## config.mk

```make
export PLATFORM = sky130hd
export DESIGN_NAME = i2c_master_ctrl
export DESIGN_NICKNAME = d
export VERILOG_FILES = /design/src/rtl/i2c_pkg.sv /design/src/rtl/i2c_quarter_timer.sv /design/src/rtl/i2c_master_ctrl.sv
export SDC_FILE = /design/constraint.sdc
export NUM_CORES = 1
export LEC_CHECK = 0
export CORE_ASPECT_RATIO = 2
export CORE_MARGIN = 1
export CORE_UTILIZATION = 53
export CTS_BUF_LIST = sky130_fd_sc_hd__clkbuf_8
export CTS_CLUSTER_SIZE = 16
export DETAILED_ROUTE_END_ITERATION = 8
export PLACE_DENSITY_LB_ADDON = 0.05
export SLEW_MARGIN = 5
export SYNTH_ARGS = -nofsm -noshare
export SYNTH_HDL_FRONTEND = slang
export SYNTH_SLANG_ARGS = --single-unit
```

## constraint.sdc

```tcl
create_clock -name CLK -period 2.7 [get_ports CLK]
set_input_delay 0.405 -clock CLK [delete_from_list [all_inputs] [get_ports CLK]]
set_output_delay 0.405 -clock CLK [all_outputs]
set_load 0.03 [all_outputs]
```

## src/rtl/i2c_pkg.sv

```systemverilog
// Shared types and constants for the I2C register-access master.
package i2c_pkg;
  typedef enum logic [3:0] {
    ST_IDLE, ST_START, ST_ADDR, ST_ACK1, ST_REG, ST_ACK2, ST_DATA, ST_ACK3, ST_STOP
  } state_t;

  localparam logic       RW_READ          = 1'b1;
  localparam logic       RW_WRITE         = 1'b0;
  localparam logic [6:0] SLAVE_ID_DEFAULT = 7'h05;

  typedef logic [1:0] qidx_t;
endpackage

```

## src/rtl/i2c_quarter_timer.sv

```systemverilog
// Divides CLK into quarter-bit slots: q index, quarter-start strobe and slot-end flag.
module i2c_quarter_timer
  import i2c_pkg::*;
#(
  parameter int Q_DIV = 31
) (
  input  logic  CLK,
  input  logic  Reset,
  input  logic  clr,
  output qidx_t q,
  output logic  qstart,
  output logic  slot_end
);
  localparam logic [7:0] QMAX = 8'(Q_DIV - 1);

  logic [7:0] cnt;

  always_ff @(posedge CLK or posedge Reset) begin
    if (Reset) begin
      cnt <= '0;
      q   <= '0;
    end else if (clr) begin
      cnt <= '0;
      q   <= '0;
    end else if (cnt == QMAX) begin
      cnt <= '0;
      q   <= q + 2'd1;
    end else begin
      cnt <= cnt + 8'd1;
    end
  end

  assign qstart   = (cnt == 8'd0);
  assign slot_end = (q == 2'd3) && (cnt == QMAX);
endmodule

```

## src/rtl/i2c_master_ctrl.sv

```systemverilog
// I2C master sequencer: START, {ID,RW}, REG, DATA, STOP with ACK checks per byte.
// Define I2C_RETRY_EN to retry an address NACK up to MAX_RETRY times.
module i2c_master_ctrl
  import i2c_pkg::*;
#(
  parameter int Q_DIV     = 31,
  parameter int MAX_RETRY = 2
) (
  input  logic       CLK,
  input  logic       Reset,
  input  logic       req,
  input  logic       rw,
  input  logic [6:0] dev_id,
  input  logic [7:0] reg_addr,
  input  logic [7:0] wdata,
  input  logic       iSDA,
  output logic       SCL,
  output logic       oSDA_oe,
  output logic       busy,
  output logic       done,
  output logic       nack_err,
  output logic [7:0] rdata
);
  state_t     state, nxt;
  qidx_t      q;
  logic       qstart, slot_end, q3_first;
  logic       rw_q, ack_s;
  logic [6:0] id_q;
  logic [7:0] reg_q, wd_q, rx_sh, tx_byte;
  logic [2:0] bitcnt;
  logic       byte_st, ack_st, rd_data_st, nack_hit;
  logic       retry_pend, retry_take;

  i2c_quarter_timer #(.Q_DIV(Q_DIV)) u_qt (
    .CLK      (CLK),
    .Reset    (Reset),
    .clr      (state == ST_IDLE),
    .q        (q),
    .qstart   (qstart),
    .slot_end (slot_end)
  );

  assign q3_first   = qstart && (q == 2'd3);
  assign byte_st    = (state == ST_ADDR) || (state == ST_REG) || (state == ST_DATA);
  assign ack_st     = (state == ST_ACK1) || (state == ST_ACK2) || (state == ST_ACK3);
  assign rd_data_st = (state == ST_DATA) && (rw_q == RW_READ);
  // ACK3 on a read is the master's own NACK, not a slave error
  assign nack_hit   = slot_end && ack_s &&
                      ((state == ST_ACK1) || (state == ST_ACK2) ||
                       ((state == ST_ACK3) && (rw_q == RW_WRITE)));

  always_comb begin
    case (state)
      ST_ADDR: tx_byte = {id_q, rw_q};
      ST_REG:  tx_byte = reg_q;
      default: tx_byte = wd_q;
    endcase
  end

  always_ff @(posedge CLK or posedge Reset) begin
    if (Reset) state <= ST_IDLE;
    else       state <= nxt;
  end

  always_comb begin
    nxt     = state;
    SCL     = 1'b1;
    oSDA_oe = 1'b0;
    case (state)
      ST_IDLE:  if (req) nxt = ST_START;
      ST_START: begin
        oSDA_oe = q[1];
        if (slot_end) nxt = ST_ADDR;
      end
      ST_ADDR, ST_REG, ST_DATA: begin
        SCL     = q[1];
        oSDA_oe = rd_data_st ? 1'b0 : ~tx_byte[3'd7 - bitcnt];
        if (slot_end && bitcnt == 3'd7)
          nxt = (state == ST_ADDR) ? ST_ACK1 : (state == ST_REG) ? ST_ACK2 : ST_ACK3;
      end
      ST_ACK1: begin
        SCL = q[1];
        if (slot_end) nxt = ack_s ? ST_STOP : ST_REG;
      end
      ST_ACK2: begin
        SCL = q[1];
        if (slot_end) nxt = ack_s ? ST_STOP : ST_DATA;
      end
      ST_ACK3: begin
        SCL = q[1];
        if (slot_end) nxt = ST_STOP;
      end
      ST_STOP: begin
        SCL     = q[1];
        oSDA_oe = (q != 2'd3);
        if (slot_end) nxt = retry_pend ? ST_START : ST_IDLE;
      end
      default: nxt = ST_IDLE;
    endcase
  end

  always_ff @(posedge CLK or posedge Reset) begin
    if (Reset) begin
      rw_q     <= 1'b0;
      id_q     <= '0;
      reg_q    <= '0;
      wd_q     <= '0;
      rx_sh    <= '0;
      bitcnt   <= '0;
      ack_s    <= 1'b0;
      busy     <= 1'b0;
      done     <= 1'b0;
      nack_err <= 1'b0;
      rdata    <= '0;
    end else begin
      done <= 1'b0;
      if (state == ST_IDLE && req) begin
        rw_q     <= rw;
        id_q     <= dev_id;
        reg_q    <= reg_addr;
        wd_q     <= wdata;
        bitcnt   <= '0;
        busy     <= 1'b1;
        nack_err <= 1'b0;
      end
      if (q3_first && ack_st)     ack_s <= iSDA;
      if (q3_first && rd_data_st) rx_sh <= {rx_sh[6:0], iSDA};
      // 3-bit counter wraps to 0 after each byte
      if (slot_end && byte_st)    bitcnt <= bitcnt + 3'd1;
      if (nack_hit && !retry_take) nack_err <= 1'b1;
      if (state == ST_STOP && slot_end && !retry_pend) begin
        busy <= 1'b0;
        done <= 1'b1;
        if (rw_q == RW_READ && !nack_err) rdata <= rx_sh;
      end
    end
  end

`ifdef I2C_RETRY_EN
  logic [7:0] retry_cnt;

  assign retry_take = slot_end && ack_s && (state == ST_ACK1) &&
                      (retry_cnt < 8'(MAX_RETRY));

  always_ff @(posedge CLK or posedge Reset) begin
    if (Reset) begin
      retry_cnt  <= '0;
      retry_pend <= 1'b0;
    end else if (state == ST_IDLE && req) begin
      retry_cnt  <= '0;
      retry_pend <= 1'b0;
    end else if (retry_take) begin
      retry_cnt  <= retry_cnt + 8'd1;
      retry_pend <= 1'b1;
    end else if (state == ST_STOP && slot_end) begin
      retry_pend <= 1'b0;
    end
  end
`else
  assign retry_take = 1'b0;
  assign retry_pend = 1'b0;
`endif
endmodule
```

Yosys cells after proc, flatten, opt, wreduce, memory -nomap -nowiden
Cells that the tools add are included.
{ "op_classes": {"add_sub_neg": 4, "order_cmp": 1, "n_eq_ne": 19, "mux": 29, "bitwise": 2, "n_reduce_logical": 29} }
{ "ops": {"columns": ["cell", "n"], "rows": [
  ["2-to-1 mux 4 bit", 9],
  ["case mux 4 bit (7 select lines)", 1],
  ["equality test 4 x 3 -> 1 bit (second input constant)", 4],
  ["2-to-1 mux 8 bit", 2],
  ["!= test 2 bit (second input constant)", 8],
  ["case mux 8 bit (2 select lines)", 1],
  ["logical AND 1 bit", 13],
  ["2-to-1 mux 3 bit", 3],
  ["adder 8 x 1 -> 8 bit (second input constant)", 1],
  ["equality test 4 x 2 -> 1 bit (second input constant)", 2],
  ["equality test 8 x 5 -> 1 bit (second input constant)", 1],
  ["logical NOT 8 bit", 1],
  ["2-to-1 mux 1 bit", 8],
  ["nonzero test 2 bit", 4],
  ["AND reduction 7 bit", 1],
  ["OR reduction 7 bit", 1],
  ["2-to-1 mux 2 bit", 3],
  ["logical OR 1 bit", 5],
  ["equality test 4 x 1 -> 1 bit (second input constant)", 1],
  ["equality test 4 bit (second input constant)", 1],
  ["logical NOT 4 bit", 1],
  ["< comparator 3 x 4 -> 1 bit (second input constant)", 1],
  ["adder 3 x 1 -> 3 bit (second input constant)", 1],
  ["binary-select mux 1 bit (select 3 bit)", 1],
  ["9 further kinds", 10]
]} }
{ "totals": {"register_bits": 61, "input_bits": 28, "out_inout_bits": 13, "wordCells": 98} }

Depth between registers and ports, before layout
{ "depth": {"ltp_word": 7, "mapped_depth": 8, "depth_no_buf": 6} }

Modules after synthesis
From an unflattened synthesis, not the netlist that was laid out.
{ "unflattened": {"hier_cells": 278, "hier_area_um2": 3066.7} }
{ "modules_own_cells": {"columns": ["module", "n_inst", "cells_each", "area_per_inst_um2", "seq_area_each_um2"], "rows": [
  ["i2c_master_ctrl", 1, 221, 2537.4, 1276.2],
  ["i2c_quarter_timer", 1, 57, 529.3, 250.2]
]} }

Worst setup path before layout
No wires, ideal clock.
{ "synth_timing": {"path_type": "register to output", "from": "register state[3]", "to": "output port oSDA_oe", "t_arrival_ps": 1903, "required_ps": 2295, "setup_slack_ps": 392, "path_stages_with_launch": 7, "n_path_buf": 1, "path_cell_list": "dfrtp_1 > buf_2 > nor4b_2 > a22oi_1 > a32oi_1 > a31oi_1 > or4_1"} }
{ "synth_via": {"elab_chain_len": 7, "elab_cells_between_ends": 13, "cone_classes": "5 x eq/ne; 5 x mux; 1 x bitwise; 2 x reduce/logical"} }
{ "synth_lines": {"columns": ["item", "line_no", "rtl"], "rows": [
  ["start: declaration", "i2c_master_ctrl.sv:24", "state_t state, nxt;"],
  ["start signal: assignment", "i2c_master_ctrl.sv:62", "else state <= nxt;"],
  ["equality test 4 x 3 -> 1 bit or equality test 4 x 2 -> 1 bit (tied branches)", "i2c_master_ctrl.sv:53, i2c_master_ctrl.sv:69", null],
  ["case mux 8 bit (2 select lines)", "i2c_master_ctrl.sv:53", "case (state)"],
  ["binary-select mux 1 bit (select 3 bit)", "i2c_master_ctrl.sv:77", "oSDA_oe = rd_data_st ? 1'b0 : ~tx_byte[3'd7 - bitcnt];"],
  ["2-to-1 mux 1 bit (not written as such)", "i2c_master_ctrl.sv:77", null],
  ["inverter 1 bit", "i2c_master_ctrl.sv:77", null],
  ["2-to-1 mux 1 bit", "i2c_master_ctrl.sv:77", null],
  ["case mux 1 bit (3 select lines) (*)", "i2c_master_ctrl.sv:69", "case (state)"],
  ["end: declaration", "i2c_master_ctrl.sv:18", "output logic oSDA_oe,"]
]} }
Mark *: on every way between the ends. The rest lies on a longest branch, timed or not. The select of a mux whose other input is x is not followed.

Worst setup path after layout
Ends and elaborated chain as after synthesis.

==> flow_summary.yaml <==
layout:
  drive_gt1_share_pct: 29.31
  synthToLayoutAreaGrowth_pct: 25.26
  layout.cells.most_common_list: "59 x dfrtp_1, 41 x mux2_2, 38 x clkdlybuf4s50_1, 25 x nor2_1, 18 x buf_4"
  ff_latch_area_um2: 1529
  fin_area_um2: 3852
  finalNonFillerCells: 391
  nNetsFinal: 361
  n_antenna_cell: 0
  fillers: 422
  final_common_cell: "dfrtp_1"
  multi_input_area_um2: 1496
global_routing:
  antenna_found_initial: 0
  track_usage_pct: 23.40
  grt_pass1_vias: 2341
  grt_pass1_wl_um: 10660
  grt_start_max_net_pins: 39
  overflow: 0
logic_synthesis:
  yosysUniqueCellTypes: 46
  synthTopCellsByArea: "dfrtp_1 50%, mux2_2 15%, nor2_1 3.1%, ha_1 2.4%, o21ai_0 2.0%"
  yosysSeqAreaShare_pct: 49.63
  syn_area_um2: 3075
  synth_edf_count: 0
  synth_ff_type: "dfrtp_1"
  synth.largest_area_cell: "dfrtp_1"
  synth_top_area_share_pct: 49.63
  yosysWarnings: 0
  synth-async-reset-ratio_pct: 100.0
  synth_seq_cells: 61
  mappedNetlistNets: 304
  syn-instance-count: 270
  synth.avg_cell_area_um2: 11.39
run:
  drv_cap: 0
floorplan:
  io_pins: 41
  start_util_pct: 55.76
  die_h_um: 109.7
  fp.coreArea_um2: 5515
  num_rows: 38
  die-area_um2: 6130
  die_w_um: 55.87
setup_path:
  critPathTopFamily: "simple AND/OR/NAND/NOR gates"
  cp_data_arrival_time_ps: 2360
  slowest_delay_ps: 490
  crit_type: "reg -> out"
  startpoint_type: "flip-flop"
  path_buf_inv: 3
  cp-end-kind: "primary output"
  crit_chain: "buf_6 -> nor4b_4 -> buf_4 -> a221oi_1 -> o21ai_0 -> a31oi_1 -> or4_4 -> buf_6"
  worstPathRequired_ps: 2300
  worstPathMaxFanout: 6
  cp_slowest_cell: "or4_4"
  critPathMostFrequentCell: "buf_6"
sta:
  maxSlewViolCount: 0
  skew_ps: 11.91
  holdWs_ps: 427.2
  timing.max_slew.rel_slack_pct: 60.75
  finalWorstSetupSlack_ps: -63.58
  worst_pin_slew_ps: 586.7
  setup_viol: 1
  maxClockFrequency_ghz: 0.3619
  finalSetupTns_ps: -63.58
  finalHoldViolations: 0
  period_share_pct: 102.4
  rsz0062_at_grt: "true"
  layout_min_cycle_time_ps: 2764
routing:
  wire_per_inst_um: 16.97
  vias_per_cell: 5.775
  drc: 0
  first_pass_iters: 4
  route.vias.total: 2258
  drt_wl_total_um: 6635
  drt-initial-drc-count: 71
  ant_nets: 0
power:
  power_mw: 1.652
  ir_drop_v: 0.0004941
  powerDensity_nw_per_um2: 428.9
  power_leakage_nw: 1.771
clock_network:
  cts_inserted_buffers: 9
  clk_path_buf_depth: 2
  worstSkewPairLatency_ps: 350
  cts_num_sinks: 61
  htreeDepth: 3
  root_buffer: "clkbuf_8"
  path_clk_slew_ps: 70
  tritoncts: "yes"
placed_design:
  dp.cells: 374
  port_buffers: 40
  place_area_um2: 3617
  dp_hpwl_um: 4672
  routabilityCongestion: 0.8211
min_path:
  hold_path.class: "in -> async"
outcome:
  status: "finished with violations"
  failed_checks: "negative setup slack"
## final cells by class
class                      count  area share (%)
tap                           60           1.949
multi-input combinational    190           38.84
timing repair buffer          61           15.00
clock inverter                 5          0.5521
inverter                       4          0.3897
clock buffer                  10           3.573
sequential                    61           39.69
## final timing paths
kind / start / to / slack (ps) / depth (start not counted)
worst max-delay path: state[3] / oSDA_oe / -60 / 8
min in group CLK: rdata[1] / rdata[1] / 510 / 1
max in group asynchronous: Reset / state[0] / 1670 / 3
worst min-delay path: Reset / reg_q[5] / 430 / 2
worst max register to register: state[2] / rdata[5] / 410 / 6
worst min register to register: rdata[1] / rdata[1] / 510 / 1
## worst register-to-register path: stages, from the launching register on
cell and delay [ps]:
dfrtp_1 430, buf_4 220, nor2_2 180, buf_4 170, nand3b_1 190, nor4b_4 560, mux2_2 410
## cells in the mapped netlist, types with 2 or more instances
master and count:
a211o_1 4, a211oi_1 3, a21oi_1 8, a221oi_1 3, a22oi_1 4, a31oi_1 3
and3_1 4, buf_2 8, buf_6 3, clkbuf_1 4, dfrtp_1 61, ha_1 6
inv_1 4, mux2_2 41, nand2_1 10, nand2b_1 8, nand3_1 11, nor2_1 25
nor2_2 2, nor2b_1 5, nor3_1 4, nor4b_1 2, nor4bb_1 2, o21ai_0 12
o21bai_1 2, o311ai_0 4, or2_2 3, xnor2_1 2, xor2_1 5
## metal layers
layer	global-route usage [%]	routed length [um]	vias to the layer above	share of wire (%)
met2	43.46	3691	47	56
met5	0	0	-	0
met1	22.73	2447	1105	37
met3	6.235	235	22	3.5
met4	14.29	260	0	3.9
li1	-	-	1084	-
## cell families after synthesis
logic type	after synthesis	synth area share (%)
mux	42	15.34
flops	61	49.63
compound gates	45	9.683
buf+inv	19	3.376
fa+ha+maj	7	2.766
xor+xnor	7	1.994
simple gates	89	17.21
## registers in the layout, summed over array words and instances, names as in the netlist, 2 cells and up
name,count
wd_q,8
id_q,7
rdata,8
u_qt.cnt,8
state,4
rx_sh,8
u_qt.q,2
reg_q,8
bitcnt,3
## stage by stage
stage	setup slack [ps]	util, %
2_1_floorplan	392.3	-
5_1_grt	-135.6	69.85
3_3_place_gp	-89.96	65.59
3_5_place_dp	-156.8	65.59
6_report	-63.58	69.85
4_1_cts	-52.28	68.65
## power by group
group          internal [mW]  switching, mW
logic                 0.0385         0.0245
clock network          0.339          0.333
registers              0.916        0.00170
total                   1.29          0.359
## what timing repair did
item	CTS	global route
setup endpoints to repair	2	1
gates resized for setup	11	14
setup buffers	0	2
pin swaps	0	5
hold buffers	0	0
(Power assumes the default switching activity.)
